### src/rtl/storage_arbiter.sv
// Two-port round-robin arbiter serialising instruction-fetch and load/store
// accesses onto the single storage controller, with a response timeout.
module storage_arbiter #(
    parameter int MEM_W          = 32,
    parameter int TIMEOUT_CYCLES = 1024
) (
    input  logic               clk,
    input  logic               rst,
    input  logic               prog_mode,
    input  logic               p0_req,
    input  logic               p0_we,
    input  logic [31:0]        p0_addr,
    input  logic [MEM_W-1:0]   p0_wdata,
    input  logic [MEM_W/8-1:0] p0_be,
    output logic               p0_gnt,
    output logic               p0_rvalid,
    output logic [MEM_W-1:0]   p0_rdata,
    output logic               p0_err,
    input  logic               p1_req,
    input  logic               p1_we,
    input  logic [31:0]        p1_addr,
    input  logic [MEM_W-1:0]   p1_wdata,
    input  logic [MEM_W/8-1:0] p1_be,
    output logic               p1_gnt,
    output logic               p1_rvalid,
    output logic [MEM_W-1:0]   p1_rdata,
    output logic               p1_err,
    output logic               memory_access,
    output logic               memory_is_writing,
    output logic [31:0]        addr,
    output logic [MEM_W-1:0]   d_in,
    output logic [MEM_W/8-1:0] mem_be,
    input  logic [MEM_W-1:0]   mem_d_out,
    input  logic               mem_done,
    output logic               busy
);

    localparam int BE_W  = MEM_W / 8;
    localparam int CNT_W = (TIMEOUT_CYCLES > 2) ? $clog2(TIMEOUT_CYCLES) : 1;
    localparam logic [CNT_W-1:0] CNT_LAST = CNT_W'(TIMEOUT_CYCLES - 1);

    typedef enum logic [1:0] {S_IDLE, S_ISSUE, S_WAIT, S_RESP} state_t;

    state_t             state_q, state_d;
    logic               last_q, last_d;
    logic               win_q, win_d;
    logic [CNT_W-1:0]   cnt_q, cnt_d;
    logic               we_q, we_d;
    logic [31:0]        addr_q, addr_d;
    logic [MEM_W-1:0]   wdata_q, wdata_d;
    logic [BE_W-1:0]    be_q, be_d;
    logic               gnt0_q, gnt0_d, gnt1_q, gnt1_d;
    logic               acc_q, acc_d;
    logic               rv0_q, rv0_d, rv1_q, rv1_d;
    logic               err0_q, err0_d, err1_q, err1_d;
    logic [MEM_W-1:0]   rd0_q, rd0_d, rd1_q, rd1_d;
    logic               busy_q, busy_d;
    logic               pick;
    logic               timeout;

    // On a tie the port that did not win last time goes next.
    assign pick    = (p0_req && p1_req) ? ~last_q : p1_req;
    assign timeout = (cnt_q == CNT_LAST);

    always_comb begin
        state_d = state_q;
        last_d  = last_q;
        win_d   = win_q;
        cnt_d   = '0;
        we_d    = we_q;
        addr_d  = addr_q;
        wdata_d = wdata_q;
        be_d    = be_q;
        gnt0_d  = 1'b0;
        gnt1_d  = 1'b0;
        acc_d   = 1'b0;
        rv0_d   = 1'b0;
        rv1_d   = 1'b0;
        err0_d  = 1'b0;
        err1_d  = 1'b0;
        rd0_d   = '0;
        rd1_d   = '0;
        case (state_q)
            S_IDLE: begin
                if ((p0_req || p1_req) && !prog_mode) begin
                    state_d = S_ISSUE;
                    win_d   = pick;
                    last_d  = pick;
                    we_d    = pick ? p1_we    : p0_we;
                    addr_d  = pick ? p1_addr  : p0_addr;
                    wdata_d = pick ? p1_wdata : p0_wdata;
                    be_d    = pick ? p1_be    : p0_be;
                    gnt0_d  = ~pick;
                    gnt1_d  = pick;
                    acc_d   = 1'b1;
                end
            end
            S_ISSUE: state_d = S_WAIT;
            S_WAIT: begin
                cnt_d = cnt_q + 1'b1;
                // mem_done takes priority over a timeout in the same cycle.
                if (mem_done || timeout) begin
                    state_d = S_RESP;
                    rv0_d   = ~win_q;
                    rv1_d   = win_q;
                    err0_d  = ~win_q & ~mem_done;
                    err1_d  = win_q & ~mem_done;
                    rd0_d   = (!win_q && mem_done) ? mem_d_out : '0;
                    rd1_d   = (win_q && mem_done) ? mem_d_out : '0;
                end
            end
            S_RESP:  state_d = S_IDLE;
            default: state_d = S_IDLE;
        endcase
        busy_d = (state_d != S_IDLE);
    end

    always_ff @(posedge clk) begin
        if (rst) begin
            state_q <= S_IDLE;
            last_q  <= 1'b1;
            win_q   <= 1'b0;
            cnt_q   <= '0;
            we_q    <= 1'b0;
            addr_q  <= '0;
            wdata_q <= '0;
            be_q    <= '0;
            gnt0_q  <= 1'b0;
            gnt1_q  <= 1'b0;
            acc_q   <= 1'b0;
            rv0_q   <= 1'b0;
            rv1_q   <= 1'b0;
            err0_q  <= 1'b0;
            err1_q  <= 1'b0;
            rd0_q   <= '0;
            rd1_q   <= '0;
            busy_q  <= 1'b0;
        end else begin
            state_q <= state_d;
            last_q  <= last_d;
            win_q   <= win_d;
            cnt_q   <= cnt_d;
            we_q    <= we_d;
            addr_q  <= addr_d;
            wdata_q <= wdata_d;
            be_q    <= be_d;
            gnt0_q  <= gnt0_d;
            gnt1_q  <= gnt1_d;
            acc_q   <= acc_d;
            rv0_q   <= rv0_d;
            rv1_q   <= rv1_d;
            err0_q  <= err0_d;
            err1_q  <= err1_d;
            rd0_q   <= rd0_d;
            rd1_q   <= rd1_d;
            busy_q  <= busy_d;
        end
    end

    assign p0_gnt            = gnt0_q;
    assign p1_gnt            = gnt1_q;
    assign p0_rvalid         = rv0_q;
    assign p1_rvalid         = rv1_q;
    assign p0_err            = err0_q;
    assign p1_err            = err1_q;
    assign p0_rdata          = rd0_q;
    assign p1_rdata          = rd1_q;
    assign memory_access     = acc_q;
    assign memory_is_writing = we_q;
    assign addr              = addr_q;
    assign d_in              = wdata_q;
    assign mem_be            = be_q;
    assign busy              = busy_q;

endmodule

### config.mk
export PLATFORM = sky130hd
export DESIGN_NAME = storage_arbiter
export DESIGN_NICKNAME = d
export VERILOG_FILES = /design/src/rtl/storage_arbiter.sv
export SDC_FILE = /design/constraint.sdc
export NUM_CORES = 1
export LEC_CHECK = 0
export CORE_MARGIN = 4
export CORE_UTILIZATION = 36
export DETAILED_ROUTE_END_ITERATION = 10
export GPL_ROUTABILITY_DRIVEN = 0
export PLACE_DENSITY = 0.78
export SYNTH_ARGS = -nofsm -noshare
export SYNTH_HDL_FRONTEND = slang
export SYNTH_SLANG_ARGS = --single-unit
### constraint.sdc
create_clock -name clk -period 1.3 [get_ports clk]
set_input_delay 0.26 -clock clk [delete_from_list [all_inputs] [get_ports clk]]
set_output_delay 0.26 -clock clk [all_outputs]
set_load 0.01 [all_outputs]
==> results.txt, run 1 <==
- Max Slew Vio Count: 0
- Worst setup path endpoint: addr[18]$_SDFFE_PP0P_
- Of the cells placed in the final design, the portion with a size suffix greater than 1 is 0.252.
* Height of the chip: 139 um
* Max IR drop VDD: 0.973 mV
- In this run, synthesis produced a sequential element count of 155.
- The worst pin sits at a relative slew slack of 0.644.
* Total net switching power: 0.00583 W
- In this run the static leakage power is 4.31 nW.
* Unrepaired setup endpoints after global routing: yes
- For this block, the initial DRC count from the detailed router was 255.
* Antenna violations before repair: 2
- Of the total power, the clock network draws 0.291.
* Clk buf depth: 2
- Synth area leader: dfxtp_1
- Of all flip-flops after synthesis, the portion carrying an async set or reset was 0.
* Clk sink count: 155
* Worst Setup Slack, final: -0.109 ns
- Number of design rule violations left after detail routing: 0
* Capturing element type of the critical path: flip-flop
* Worst-skew pair later-pin latency: 0.42 ns
* Post-synthesis area per instance: 9.90 um^2
* Share of the synthesized area in the top cell type: 0.504
- For this block, the routed nets add up to 21.2 mm of wire.
* Tot Pwr: 0.0175 W
- Summing over every cut layer, the via total after detailed routing is 5886.
* Kind of launch point of the worst setup path: flip-flop
* Grt ovf: 0
* Overall die area: 0.0192 mm^2
- After synthesis, the cell types taking the most area are dfxtp_1 (50%), a311oi_2 (17%), nand2_1 (8.7%).
- Initial core utilization: 0.370
* Switching power as a share of total power: 0.333
- The first global-routing pass estimated 31.7 mm of wire.
* Largest net degree at the start of global routing: 43
* Cell area after technology mapping: 0.00615 mm^2
- The internal portion of the total power is 0.0117 W.
- TritonCTS created 17 clock buffers.
- Along the worst path, the maximum fanout reaches 22.
* Post-route fraction of the period consumed by the critical path: 1.08
* Min-delay worst type: in -> reg
- In the routed layout, each cell is associated on average with a via count of 4.96.
- Minimum setup slack among reg-to-reg paths: -0.11 ns
- In this run the worst setup path begins at state_q[0]$_SDFF_PP0_.
- The floorplan has 47 rows.
- The filler cells instantiated in the layout total 1385.
- Final Skew: 0.00979 ns
- Counting instances in the post-synthesis netlist gives the leading cell types as dfxtp_1 (155), nand2_1 (142), a21oi_1 (76).
- For this run, the post-layout net count is 1133.
- Min cycle time layout: 1.41 ns
* Post-synth EDFFs: 0
- Final setup violation count: 135
- The first detailed-routing pass took 4 iterations.
- Cell Pwr Density: 1680 mW/mm^2
- Routed wire per std cell: 17.9 um
* CP Class: reg -> reg
* Max Clock Freq: 710 MHz
- Launch instance of the worst register-to-register path: state_q[0]$_SDFF_PP0_
- At the pin with the least slew margin, the transition time is 0.534 ns.
- Total core area: 0.0166 mm^2
* Summed negative setup slack over all endpoints: -6.80 ns
- The worst hold path passes through 4 cells.
- Proportion of power drawn by combinational gates: 0.374
* Share of power burned in registers: 0.334
- Cell count after synthesis: 621
- Post-synth net total: 801
* Sequential share of the synthesized area: 0.504
- TritonCTS built the clock tree.
* IO Port Bufs: 316
- Worst min-delay path startpoint: rst
- In the global route stage, overall resource usage came out at 0.206.
- During I/O placement, the number of pins put on the boundary was 317.
* Predominant post-synthesis flop cell: dfxtp_1
- The HPWL after detailed placement is 15.1 mm.
- In this run the horizontal extent of the chip is 139 um.
* Critical path required time: 1.57 ns
- Post-DRT Antenna Nets: 0
- STA puts the critical path data arrival time at 1.68 ns.
* Layout Area Growth over Synthesis: 69.7%
- Synthesis Warnings: 0
* Outcome: finished with violations
- For this design, the CTS-stage hold fixing added 0 buffers.
- Final hold violation count: 0
- The checks that failed: negative setup slack.
- Clock root cell: clkbuf_16
- The number of cells on the worst reg-to-reg path is 6.
- CTS clock-pin slew for the worst setup and hold paths: 0.06 ns
* Count of max-cap constraint violations: 0
* CTS H-tree lvls: 4
* Reg2reg end: addr[18]$_SDFFE_PP0P_
* Netlist cell types: 37
* Most instantiated library cell after synthesis: dfxtp_1
- Via count of the first global-routing pass: 5740
critical path, stage by stage (launching register included):
cell,delay [ns]
dfxtp_2,0.33
inv_2,0.07
buf_6,0.10
ha_4,0.19
and2_4,0.24
buf_12,0.22
a311oi_2,0.12
layout make-up:
class,instances,area (um^2),area share
diodes,1,2.50,0.000240
clock buffers,17,425,0.0407
clock inverters,14,183,0.0175
inverters,7,26.3,0.00252
multi-input cells,405,2870,0.275
flip-flops and latches,155,3110,0.298
well taps,220,275,0.0264
repair buffers,367,3550,0.340
power groups by stage:
stage               combinational [W]  clock (W)  sequential [W]
floorplan                     0.00285          0         0.00624
CTS                           0.00598    0.00522         0.00585
detailed placement            0.00598          0         0.00594
global route                  0.00704    0.00540         0.00593
global placement              0.00593          0         0.00593
finish                        0.00656    0.00510         0.00586
stage by stage:
stage / std cells / instance area (um^2) / util / setup WS, ns / hold slack, ns
final: 1186 / 10400 / 0.627 / -0.109 / 0.304
after detailed placement: 1145 / 9810 / 0.589 / -0.515 / 0.498
after floorplan: 621 / 6210 / - / -0.0199 / 0.338
after CTS: 1179 / 10400 / 0.626 / -0.0900 / 0.232
after global routing: 1186 / 10400 / 0.627 / -0.159 / 0.308
after global placement: 1145 / 9810 / 0.589 / -0.448 / 0.483
layout by cell type (no fill, tap or decap), types with 4 or more instances in the layout:
cell             count
a21oi_1             74
a311oi_2            69
and2_1              63
buf_12              14
buf_2               10
buf_4               27
buf_6                6
clkbuf_16           21
clkbuf_2            36
clkdlybuf4s15_1     32
clkdlybuf4s15_2     10
clkdlybuf4s50_1    173
dfxtp_1            148
dfxtp_2              7
dlygate4sd2_1       54
inv_1                5
inv_6                4
nand2_1            141
nand3_1              5
nor2_1               7
o21ai_0              4
repair_timing:
item	4_1_cts	5_1_grt
resized for setup	237	95
cloned	1	5
pin swaps	3	11
setup buffers	2	1
setup endpoints to repair	281	216
metal layers:
layer,vias to the layer above,part of all wire,global-route usage
met5,-,0.00061,0
met4,2,0.023,0.0649
met3,33,0.086,0.0745
li1,2839,-,-
met1,2739,0.40,0.229
met2,273,0.49,0.368
cell families (layout without fill, tap and decap cells):
| group | after synthesis | after routing | synth area share |
|---|---|---|---|
| adders and majority gates | 4 | 4 | 0.00814 |
| and+or+nand+nor | 240 | 240 | 0.184 |
| buffers and inverters | 61 | 405 | 0.0519 |
| DFF | 155 | 155 | 0.504 |
| other | 0 | 1 | 0 |
| AOI/OAI and AO/OA | 158 | 158 | 0.247 |
| xor gates and xnor gates | 3 | 3 | 0.00427 |
registers in the layout, indices dropped and copies added (netlist names), 2 cells and up:
name,flops
addr,32
d_in,32
p0_rdata,32
p1_rdata,32
cnt_q,10
mem_be,4
state_q,2
worst min path at each step:
stage | endpoint | slack [ns]
after global routing | cnt_q[1]$_SDFF_PP0_ | 0.31
after detailed placement | cnt_q[9]$_SDFF_PP0_ | 0.50
after global placement | cnt_q[7]$_SDFF_PP0_ | 0.48
after CTS | last_q$_SDFFE_PP1P_ | 0.23
after floorplan | p1_err$_SDFF_PP0_ | 0.34
final | last_q$_SDFFE_PP1P_ | 0.30
Power figures use the tool's default switching activity.
==> run 2: changes to the inputs <==
--- a/config.mk
+++ b/config.mk
@@ -13,3 +13,4 @@
 export SYNTH_ARGS = -nofsm -noshare
 export SYNTH_HDL_FRONTEND = slang
 export SYNTH_SLANG_ARGS = --single-unit
+export TNS_END_PERCENT = 1
==> results.txt, run 2 (synthesized netlist as in run 1, its figures left out) <==
- The flop-to-flop setup slack was -0.05 ns (was -0.11 ns).
- Post-route fraction of the period consumed by the critical path: 1.04 (was 1.08)
* Number of design rule violations left after detail routing: 0 (unchanged)
- Critical Path Start: state_q[0]$_SDFF_PP0_ (unchanged)
* Total core area: 0.0166 mm^2 (unchanged)
- The effective utilization at floorplan came to 0.370 (unchanged).
* Max Slew Vio Count: 0 (unchanged)
- The final worst slack came to -0.0457 ns (was -0.109 ns).
- IO Port Bufs: 316 (unchanged)
- Final standard cell area without fillers: 0.0102 mm^2 (was 0.0104 mm^2)
- Capturing element type of the critical path: flip-flop (unchanged)
- CP Class: reg -> reg (unchanged)
* Critical path required time: 1.63 ns (was 1.57 ns)
- Layout fillers: 1409 (was 1385)
- Reg area: 0.00312 mm^2 (was 0.00311 mm^2)
- The row count was 47 (unchanged).
- Multi-input gate area in the final layout: 0.00285 mm^2 (was 0.00287 mm^2)
* Layout Area Growth over Synthesis: 66.3% (was 69.7%)
- The data arrival at the endpoint of the critical path is 1.67 ns (was 1.68 ns).
- The number of clock buffers inserted by TritonCTS is 17 (unchanged).
- The mean routed wirelength per cell was 17.8 um (was 17.9 um).
- Launch instance of the worst register-to-register path: state_q[0]$_SDFF_PP0_ (unchanged)
- Count of max-cap constraint violations: 0 (unchanged)
- The vias per cell was 4.93 (was 4.96).
- Slew at the pin with the worst max-slew slack: 0.368 ns (was 0.534 ns)
- Worst setup path endpoint: addr[7]$_SDFFE_PP0P_ (was addr[18]$_SDFFE_PP0P_)
* Grt ovf: 0 (unchanged)
- The initial antenna violation count came to 1 (was 2).
- Final Skew: 0.00629 ns (was 0.00979 ns)
- Failing checks: negative setup slack (unchanged)
- TritonRoute pass-1 iters: 4 (unchanged)
- The capturing point of the worst reg2reg path is addr[7]$_SDFFE_PP0P_ (was addr[18]$_SDFFE_PP0P_).
- Min-delay worst type: in -> reg (unchanged)
- The overall fraction of global-route tracks in use was 0.200 (was 0.206).
* Clk sink count: 155 (unchanged)
* Post-CTS setup buffers: 0 (was 2)
* Final nets: 1121 (was 1133)
- The hold-critical path depth came to 3 (was 4).
- CTS clock-pin slew for the worst setup and hold paths: 0.07 ns (was 0.06 ns)
- The die span in x was 139 um (unchanged).
* CTS H-tree lvls: 4 (unchanged)
- The utilization of the core after routing was 0.614 (was 0.627).
* Largest net degree at the start of global routing: 67 (was 43)
- The HPWL reported at the end of detailed placement was 14.8 mm (was 15.1 mm).
* Max Clock Freq: 743 MHz (was 710 MHz)
- The most common cell after layout, fill and taps aside is clkdlybuf4s50_1 (unchanged).
- Final setup violation count: 42 (was 135)
* Height of the chip: 139 um (unchanged)
- Overall die area: 0.0192 mm^2 (unchanged)
- Max IR drop VDD: 0.849 mV (was 0.973 mV)
* Kind of launch point of the worst setup path: flip-flop (unchanged)
* Slew HR: 0.755 (was 0.644)
- Largest fanout of any net on the critical path: 14 (was 22)
- Clock root cell: clkbuf_16 (unchanged)
- The total chip power came to 0.0164 W (was 0.0175 W).
- The total negative slack is -0.575 ns (was -6.80 ns).
- The source-to-sink clock delay at the later pin of the worst-skew pair is 0.41 ns (was 0.42 ns).
- Total Wirelength: 21.0 mm (was 21.2 mm)
* Number of DRC violations after detailed-routing iteration 0: 141 (was 255)
- The number of global-route vias before repair came to 5910 (was 5740).
- The first-pass GRT wire length was 31.1 mm (was 31.7 mm).
- Final hold slack: 0.229 ns (was 0.304 ns)
* Post-DRT Antenna Nets: 0 (unchanged)
- Vias: 5796 (was 5886)
- Outcome: finished with violations (unchanged)
* Number of top-level design ports: 317 (unchanged)
* Cell Pwr Density: 1600 mW/mm^2 (was 1680 mW/mm^2)
* Leakage power of the design: 4.22 nW (was 4.31 nW)
* Most frequent cells in the layout: clkdlybuf4s50_1 (172), dfxtp_1 (146), nand2_1 (141) (was clkdlybuf4s50_1 (173), dfxtp_1 (148), nand2_1 (141))
- Placement-stage cell area: 0.00973 mm^2 (was 0.00981 mm^2)
* Clk buf depth: 2 (unchanged)
- Reg2reg path depth: 5 (was 6)
* Clock tree from TritonCTS: yes (unchanged)
- Final hold violation count: 0 (unchanged)
* Proportion of layout cells with a drive suffix above 1: 0.236 (was 0.252)
- Min cycle time layout: 1.35 ns (was 1.41 ns)
* Unrepaired setup endpoints after global routing: yes (unchanged)
## run 2: power by group
part           leakage (nW)  switching [W]  internal [W]
logic                  2.68        0.00297       0.00269
registers              1.27       0.000399       0.00550
clock network         0.275        0.00214       0.00271
## run 2: layout make-up
class,count,share of cell area
well taps,220,0.0269
multi-input cells,406,0.279
repair buffers,354,0.329
inverters,7,0.00306
clock inverters,14,0.0149
diodes,1,0.000245
clock buffers,18,0.0420
flip-flops and latches,155,0.305
## run 2: worst max-delay path: stages, from the launching register on
cell and delay (ns):
dfxtp_2 0.35, inv_4 0.06, ha_4 0.19, and2_4 0.22, clkbuf_16 0.20, a311oi_2 0.23
## run 2: worst min path at each step
| stage | from | end | slack (ns) |
|---|---|---|---|
| 3_5_place_dp | cnt_q[7]$_SDFF_PP0_ | cnt_q[7]$_SDFF_PP0_ | 0.49 |
| 3_3_place_gp | cnt_q[7]$_SDFF_PP0_ | cnt_q[7]$_SDFF_PP0_ | 0.48 |
| 2_1_floorplan | mem_done | p1_err$_SDFF_PP0_ | 0.34 |
| 4_1_cts | rst | memory_access$_SDFF_PP0_ | 0.22 |
| 6_report | rst | memory_access$_SDFF_PP0_ | 0.23 |
| 5_1_grt | rst | win_q$_SDFFE_PP0P_ | 0.23 |
## run 2: through the flow
stage / setup slack (ns) / std cells
after floorplan: -0.0199 / 621
after global placement: -0.477 / 1137
after detailed placement: -0.540 / 1137
after CTS: -0.0708 / 1169
after global routing: -0.124 / 1175
final: -0.0457 / 1175
## run 2: what timing repair did
item,CTS,global route
resized for setup,227,92
cloned,0,5
pin swaps,26,20
hold buffers,0,0
hold endpoints to repair,0,0
setup endpoints to repair,278,209
## run 2: per-layer routing
layer	track usage	wire length, um
met2	0.354	10300
met5	0	0
met4	0.0577	405
met3	0.0731	1750
met1	0.226	8540
==> run 3: changes to the inputs <==
--- a/config.mk
+++ b/config.mk
@@ -5,11 +5,12 @@
 export SDC_FILE = /design/constraint.sdc
 export NUM_CORES = 1
 export LEC_CHECK = 0
-export CORE_MARGIN = 4
-export CORE_UTILIZATION = 36
+export CORE_AREA = 4 4 120 122
 export DETAILED_ROUTE_END_ITERATION = 10
+export DIE_AREA = 0 0 124 126
+export DONT_BUFFER_PORTS = 1
 export GPL_ROUTABILITY_DRIVEN = 0
-export PLACE_DENSITY = 0.78
+export PLACE_DENSITY = 0.64
 export SYNTH_ARGS = -nofsm -noshare
 export SYNTH_HDL_FRONTEND = slang
 export SYNTH_SLANG_ARGS = --single-unit
==> results.txt, run 3 (synthesized netlist as in run 1, its figures left out) <==
- Final hold slack: -0.0835 ns (was 0.229 ns)
- The total negative slack came to -8.44 ns (was -0.575 ns).
* First-pass GRT wire length: 27.0 mm (was 31.1 mm)
* Slew HR: 0.809 (was 0.755)
- The highest clock frequency the design can meet was 710 MHz (was 743 MHz).
* Post-route fraction of the period consumed by the critical path: 1.08 (was 1.04)
- Worst min-delay path startpoint: rst (unchanged)
- Vias: 4756 (was 5796)
- The total of hold buffers inserted after clock tree synthesis was 34 (was 0).
- The H-tree level count was 4 (unchanged).
- Max Slew Vio Count: 0 (unchanged)
- The worst-case clock buffer depth is 2 (unchanged).
- The number of ports placed on the die boundary came to 317 (unchanged).
- The worst clock skew is 0.00825 ns (was 0.00629 ns).
- Most frequent cells in the layout: dfxtp_1 (150), nand2_1 (142), a21oi_1 (71) (was clkdlybuf4s50_1 (172), dfxtp_1 (146), nand2_1 (141))
* Critical path required time: 1.62 ns (was 1.63 ns)
- The remaining global-route overflow was 0 (unchanged).
* Max IR drop VDD: 1.01 mV (was 0.849 mV)
- The final cell area excluding filler cells was 0.00761 mm^2 (was 0.0102 mm^2).
* Total Wirelength: 18.2 mm (was 21.0 mm)
- Final Util: 0.577 (was 0.614)
- The flop-to-flop setup slack came to -0.11 ns (was -0.05 ns).
* Final setup violation count: 133 (was 42)
* Kind of launch point of the worst setup path: flip-flop (unchanged)
* Launch instance of the worst register-to-register path: state_q[0]$_SDFF_PP0_ (unchanged)
* Clock root cell: clkbuf_16 (unchanged)
- The mean routed wirelength per cell came to 21.5 um (was 17.8 um).
- The floorplan die area came to 0.0156 mm^2 (was 0.0192 mm^2).
* Proportion of layout cells with a drive suffix above 1: 0.250 (was 0.236)
- The count of input and output buffers was 0 (was 316).
- The data arrival at the endpoint of the critical path is 1.73 ns (was 1.67 ns).
* Leakage power of the design: 2.81 nW (was 4.22 nW)
- The effective utilization at floorplan was 0.466 (was 0.370).
- The clock-pin transition on the worst setup and hold timing paths came to 0.07 ns (about the same).
- The area after detailed placement was 0.00653 mm^2 (was 0.00973 mm^2).
- Count of max-cap constraint violations: 0 (unchanged)
- Number of DRC violations after detailed-routing iteration 0: 249 (was 141)
* Total core area: 0.0132 mm^2 (was 0.0166 mm^2)
- Worst hold path endpoint: d_in[3]$_SDFFE_PP0P_ (was memory_access$_SDFF_PP0_)
- The number of global-route vias before repair is 4939 (was 5910).
- Slew at the pin with the worst max-slew slack: 0.286 ns (was 0.368 ns)
- Placed instance count: 776 (was 1137)
* Failing checks: negative hold slack, negative setup slack (was negative setup slack)
- The area added between synthesis and finish was 23.7% (was 66.3%).
* Chip width: 124 um (was 139 um)
- The overall fraction of global-route tracks in use is 0.223 (was 0.200).
- The initial antenna violation count is 0 (was 1).
- The power per standard cell area was 1980 mW/mm^2 (was 1600 mW/mm^2).
- Height of the chip: 126 um (was 139 um)
* Tot Pwr: 0.0151 W (was 0.0164 W)
- The start-to-end type of the worst setup path was reg -> reg (unchanged).
* Final nets: 840 (was 1121)
- Post-DRT Antenna Nets: 0 (unchanged)
- Hold path cells: 1 (was 3)
* Worst-skew pair later-pin latency: 0.41 ns (about the same)
- Number of design rule violations left after detail routing: 0 (unchanged)
* Antenna Diode Count: 0 (was 1)
- Worst Setup Slack, final: -0.108 ns (was -0.0457 ns)
- Unrepaired setup endpoints after global routing: yes (unchanged)
* Final hold violation count: 29 (was 0)
- The capturing point of the worst reg2reg path is d_in[1]$_SDFFE_PP0P_ (was addr[7]$_SDFFE_PP0P_).
- The biggest fanout along the worst timing path came to 7 (was 14).
- The number of iterations in the first detailed-routing pass is 4 (unchanged).
- The path type of the worst min-delay path is in -> reg (unchanged).
* Capturing element type of the critical path: flip-flop (unchanged)
- Number of buffers created by CTS: 17 (unchanged)
- The HPWL reported at the end of detailed placement was 12.9 mm (was 14.8 mm).
- The TritonCTS clock tree was yes (unchanged).
- Num rows: 42 (was 47)
* Most frequent standard cell in the layout excluding fill and tap cells: dfxtp_1 (was clkdlybuf4s50_1)
* Clk sink count: 155 (unchanged)
- Non-filler cells in the finished layout: 848 (was 1175)
- Min cycle time layout: 1.41 ns (was 1.35 ns)
- The pin count of the biggest net entering global routing is 77 (was 67).
- Outcome: finished with violations (unchanged)
* Reg2reg path depth: 6 (was 5)
* Vias/cell: 5.61 (was 4.93)
-- run 3: worst max path at each step --
stage                          start                 endpoint
6_report       state_q[0]$_SDFF_PP0_     d_in[1]$_SDFFE_PP0P_
5_1_grt        state_q[0]$_SDFF_PP0_     d_in[1]$_SDFFE_PP0P_
4_1_cts        state_q[0]$_SDFF_PP0_    d_in[15]$_SDFFE_PP0P_
3_5_place_dp   state_q[0]$_SDFF_PP0_     d_in[1]$_SDFFE_PP0P_
3_3_place_gp   state_q[0]$_SDFF_PP0_    d_in[25]$_SDFFE_PP0P_
2_1_floorplan  state_q[0]$_SDFF_PP0_  p1_rdata[10]$_SDFF_PP0_
-- run 3: worst max-delay path, stage by stage (launching register included) --
cell      delay, ns
dfxtp_2        0.35
inv_4          0.05
buf_12         0.11
ha_4           0.19
and2_4         0.20
buf_12         0.15
a311oi_2       0.26
-- run 3: per-layer routing --
metal | global-route usage | wire (um) | share of wire
met5 | 0 | 0 | 0
met4 | 0.0709 | 254 | 0.014
met3 | 0.0834 | 1950 | 0.11
met2 | 0.398 | 9380 | 0.52
met1 | 0.242 | 6630 | 0.36
-- run 3: cell type report --
type / instances / area, um^2
clock buffers: 17 / 425
fillers: 1122 / 5580
clock inverters: 14 / 115
multi-input cells: 406 / 2820
inverters: 7 / 28.8
flip-flops and latches: 155 / 3110
repair buffers: 73 / 890
well taps: 176 / 220
-- run 3: repair_timing --
item                                   CTS  global route
gates resized for setup                  8            17
pin swaps                                4             6
gates cloned                             4             1
endpoints found under the hold margin  140            73
setup endpoints to repair              138           144
setup buffers                            3             0
-- run 3: where the power goes --
part	internal, W	switching (W)	total, W
clock network	0.00247	0.00207	0.00455
registers	0.00549	0.000897	0.00638
logic	0.00191	0.00221	0.00412
-- run 3: stage by stage --
step	worst slack, ns	hold slack [ns]
after global routing	-0.169	-0.110
after detailed placement	-0.150	0.338
after global placement	-0.0701	0.336
after CTS	-0.144	-0.103
after floorplan	-0.0199	0.338
final	-0.108	-0.0835
==> edit, RTL diff (config.mk and constraints of run 3) <==
Encoding of `state_t`: now one-hot (4 bits for 4 states).
--- a/src/rtl/storage_arbiter.sv
+++ b/src/rtl/storage_arbiter.sv
@@ -40,5 +40,5 @@
     localparam logic [CNT_W-1:0] CNT_LAST = CNT_W'(TIMEOUT_CYCLES - 1);
 
-    typedef enum logic [1:0] {S_IDLE, S_ISSUE, S_WAIT, S_RESP} state_t;
+    typedef enum logic [3:0] {S_IDLE = 4'b0001, S_ISSUE = 4'b0010, S_WAIT = 4'b0100, S_RESP = 4'b1000} state_t;
 
     state_t             state_q, state_d;
Formal check against the unedited RTL: same outputs for any inputs over 4 cycles, from zero or initial values and one cycle with rst high; so few cycles prove little.
==> edit against run 3 <==
- the run still ends with hold timing, setup timing left
- area after synthesis increased by 0.83%
- first-iteration DRC count decreased by 20%
- design area increased by 2.2%
- wire length increased by 0.74%
- sequential cell count increased by 2
- via count increased by 1.2%
- worst setup slack got worse by 0.099 ns
Power is not compared: it rests on default switching activity, and its combinational part moved more than twofold at a synthesized area within 25%.
==> edit: results (changes against run 3) <==
status = finished, violations left (unchanged)
violations in the final reports = hold timing, setup timing (unchanged)
Hold Vio Cnt, Final = 33 (was 29)
DP HPWL = 12.58 mm (was 12.86 mm)
Post-CTS Hold Buffers = 33 (was 34)
Min Hold Slack = -0.09629 ns (was -0.08355 ns)
CTS Sinks = 157 (was 155)
vias in the first global route = 4,953 (was 4,939)
Compound-Gate Fraction of Synth Area = 24.47% (was 24.67%)
Final TNS setup = -12.64 ns (was -8.439 ns)
Non-clock buffer share = 12.52% (was 11.69%)
Worst path max stage delay = 0.33 ns (was 0.35 ns)
multi-input logic area = 2874 um2 (was 2821 um2)
Crit. Startpoint = state_q[2] (was state_q[0])
DP Worst Slack = -0.2428 ns (was -0.1502 ns)
comb_multi_in = 407 (was 406)
clk_skew = 0.007242 ns (was 0.008247 ns)
largest net degree at the start of global routing = 79 (was 77)
GR Layer Usage met3 = 9.238% (was 8.341%)
Met1 Wirelength = 6.365 mm (was 6.631 mm)
final WL = 18.35 mm (was 18.22 mm)
synth cell count leaders = dfxtp_1, nand2_1, a21oi_1 (unchanged)
Inverters = 2 (was 7)
adder-cell area share of the yosys netlist = 0.2017% (was 0.8137%)
nets@finish = 837 (was 840)
Iteration-0 DRC Markers = 198 (was 249)
gr usage total = 22.17% (was 22.34%)
Mapped Nets = 799 (was 801)
met3 routed WL = 2.052 mm (was 1.946 mm)
DRT Pass-1 Iters = 5 (was 4)
Final setup viols = 123 (was 133)
Area contributors post-synth = dfxtp_1, a311oi_2, nand2_1, and2_1, a21oi_1 (unchanged)
Inst Count DP = 771 (was 776)
Final Power = 11.35 mW
met2 track demand over resource = 38.66% (was 39.83%)
PwrDens = 1460 nW/um2
XOR/XNOR Fraction of Synth Area = 0.4236% (was 0.4272%)
Cell variety after synth = 39 (was 37)
Slew @ Worst Pin = 0.3089 ns (was 0.2865 ns)
Critical Path Sink = addr[23] (was d_in[1])
layout cell share with drive strength beyond 1 = 27.08% (was 25.00%)
Clock buf/inv share = 7.066% (was 7.103%)
Placement Cell Area = 6475 um2 (was 6525 um2)
# fillers = 1,105 (was 1,122)
Non-clk bufs = 75 (was 73)
Worst EP arrival = 1.84 ns (was 1.73 ns)
CP Max Fanout = 11 (was 7)
mean post-synth cell area = 9.971 um2 (was 9.905 um2)
met2 WL = 9.386 mm (was 9.383 mm)
global-route wire length before repair = 27.01 mm (was 27.02 mm)
R2R Path End = addr[23] (was d_in[1])
sequential cell area = 3149 um2 (was 3109 um2)
uppermost layer routed = met4 (unchanged)
fin worst setup slack = -0.2068 ns (was -0.1082 ns)
post-synthesis sequential area ratio = 50.68% (was 50.45%)
grt met1 use = 22.79% (was 24.22%)
clk slew on worst S/H paths = 0.06 ns
CLK BUF = 18 (was 17)
DR vias/cell = 5.673 (was 5.608)
[edit: cell count changes in the layout (fill, tap and decap cells not counted), sizes merged, moves of 2 or more]
cell    delta
clkbuf     +4
nand2b     -2
nor4b      +2
ha         -3
dfxtp      +2
o21ai      +3
and2       -2
inv        -5
[edit: worst min path at each step]
stage               cells after the start  slack [ns]       end      from
global placement                        1        0.34  d_in[16]       rst
floorplan                               1        0.34    p1_err  mem_done
detailed placement                      1        0.34  d_in[19]       rst
global route                            1       -0.12  d_in[19]       rst
CTS                                     1       -0.11  d_in[19]       rst
finish                                  1        -0.1  d_in[19]       rst
[edit: repair_timing]
item / CTS / global route
gates cloned: 3 / 5
pin swaps: 25 / 26
hold endpoints to repair: 143 / 77
setup buffers: 5 / 0
endpoints found under the setup margin: 155 / 152
gates resized for setup: 33 / 15
[edit: critical path, delay by kind of cell (launching register included)]
kind | cells | cell delay [ns]
buffers and inverters | 3 | 0.46
DFF | 1 | 0.33
and+or+nand+nor | 1 | 0.32
AOI/OAI and AO/OA | 2 | 0.31
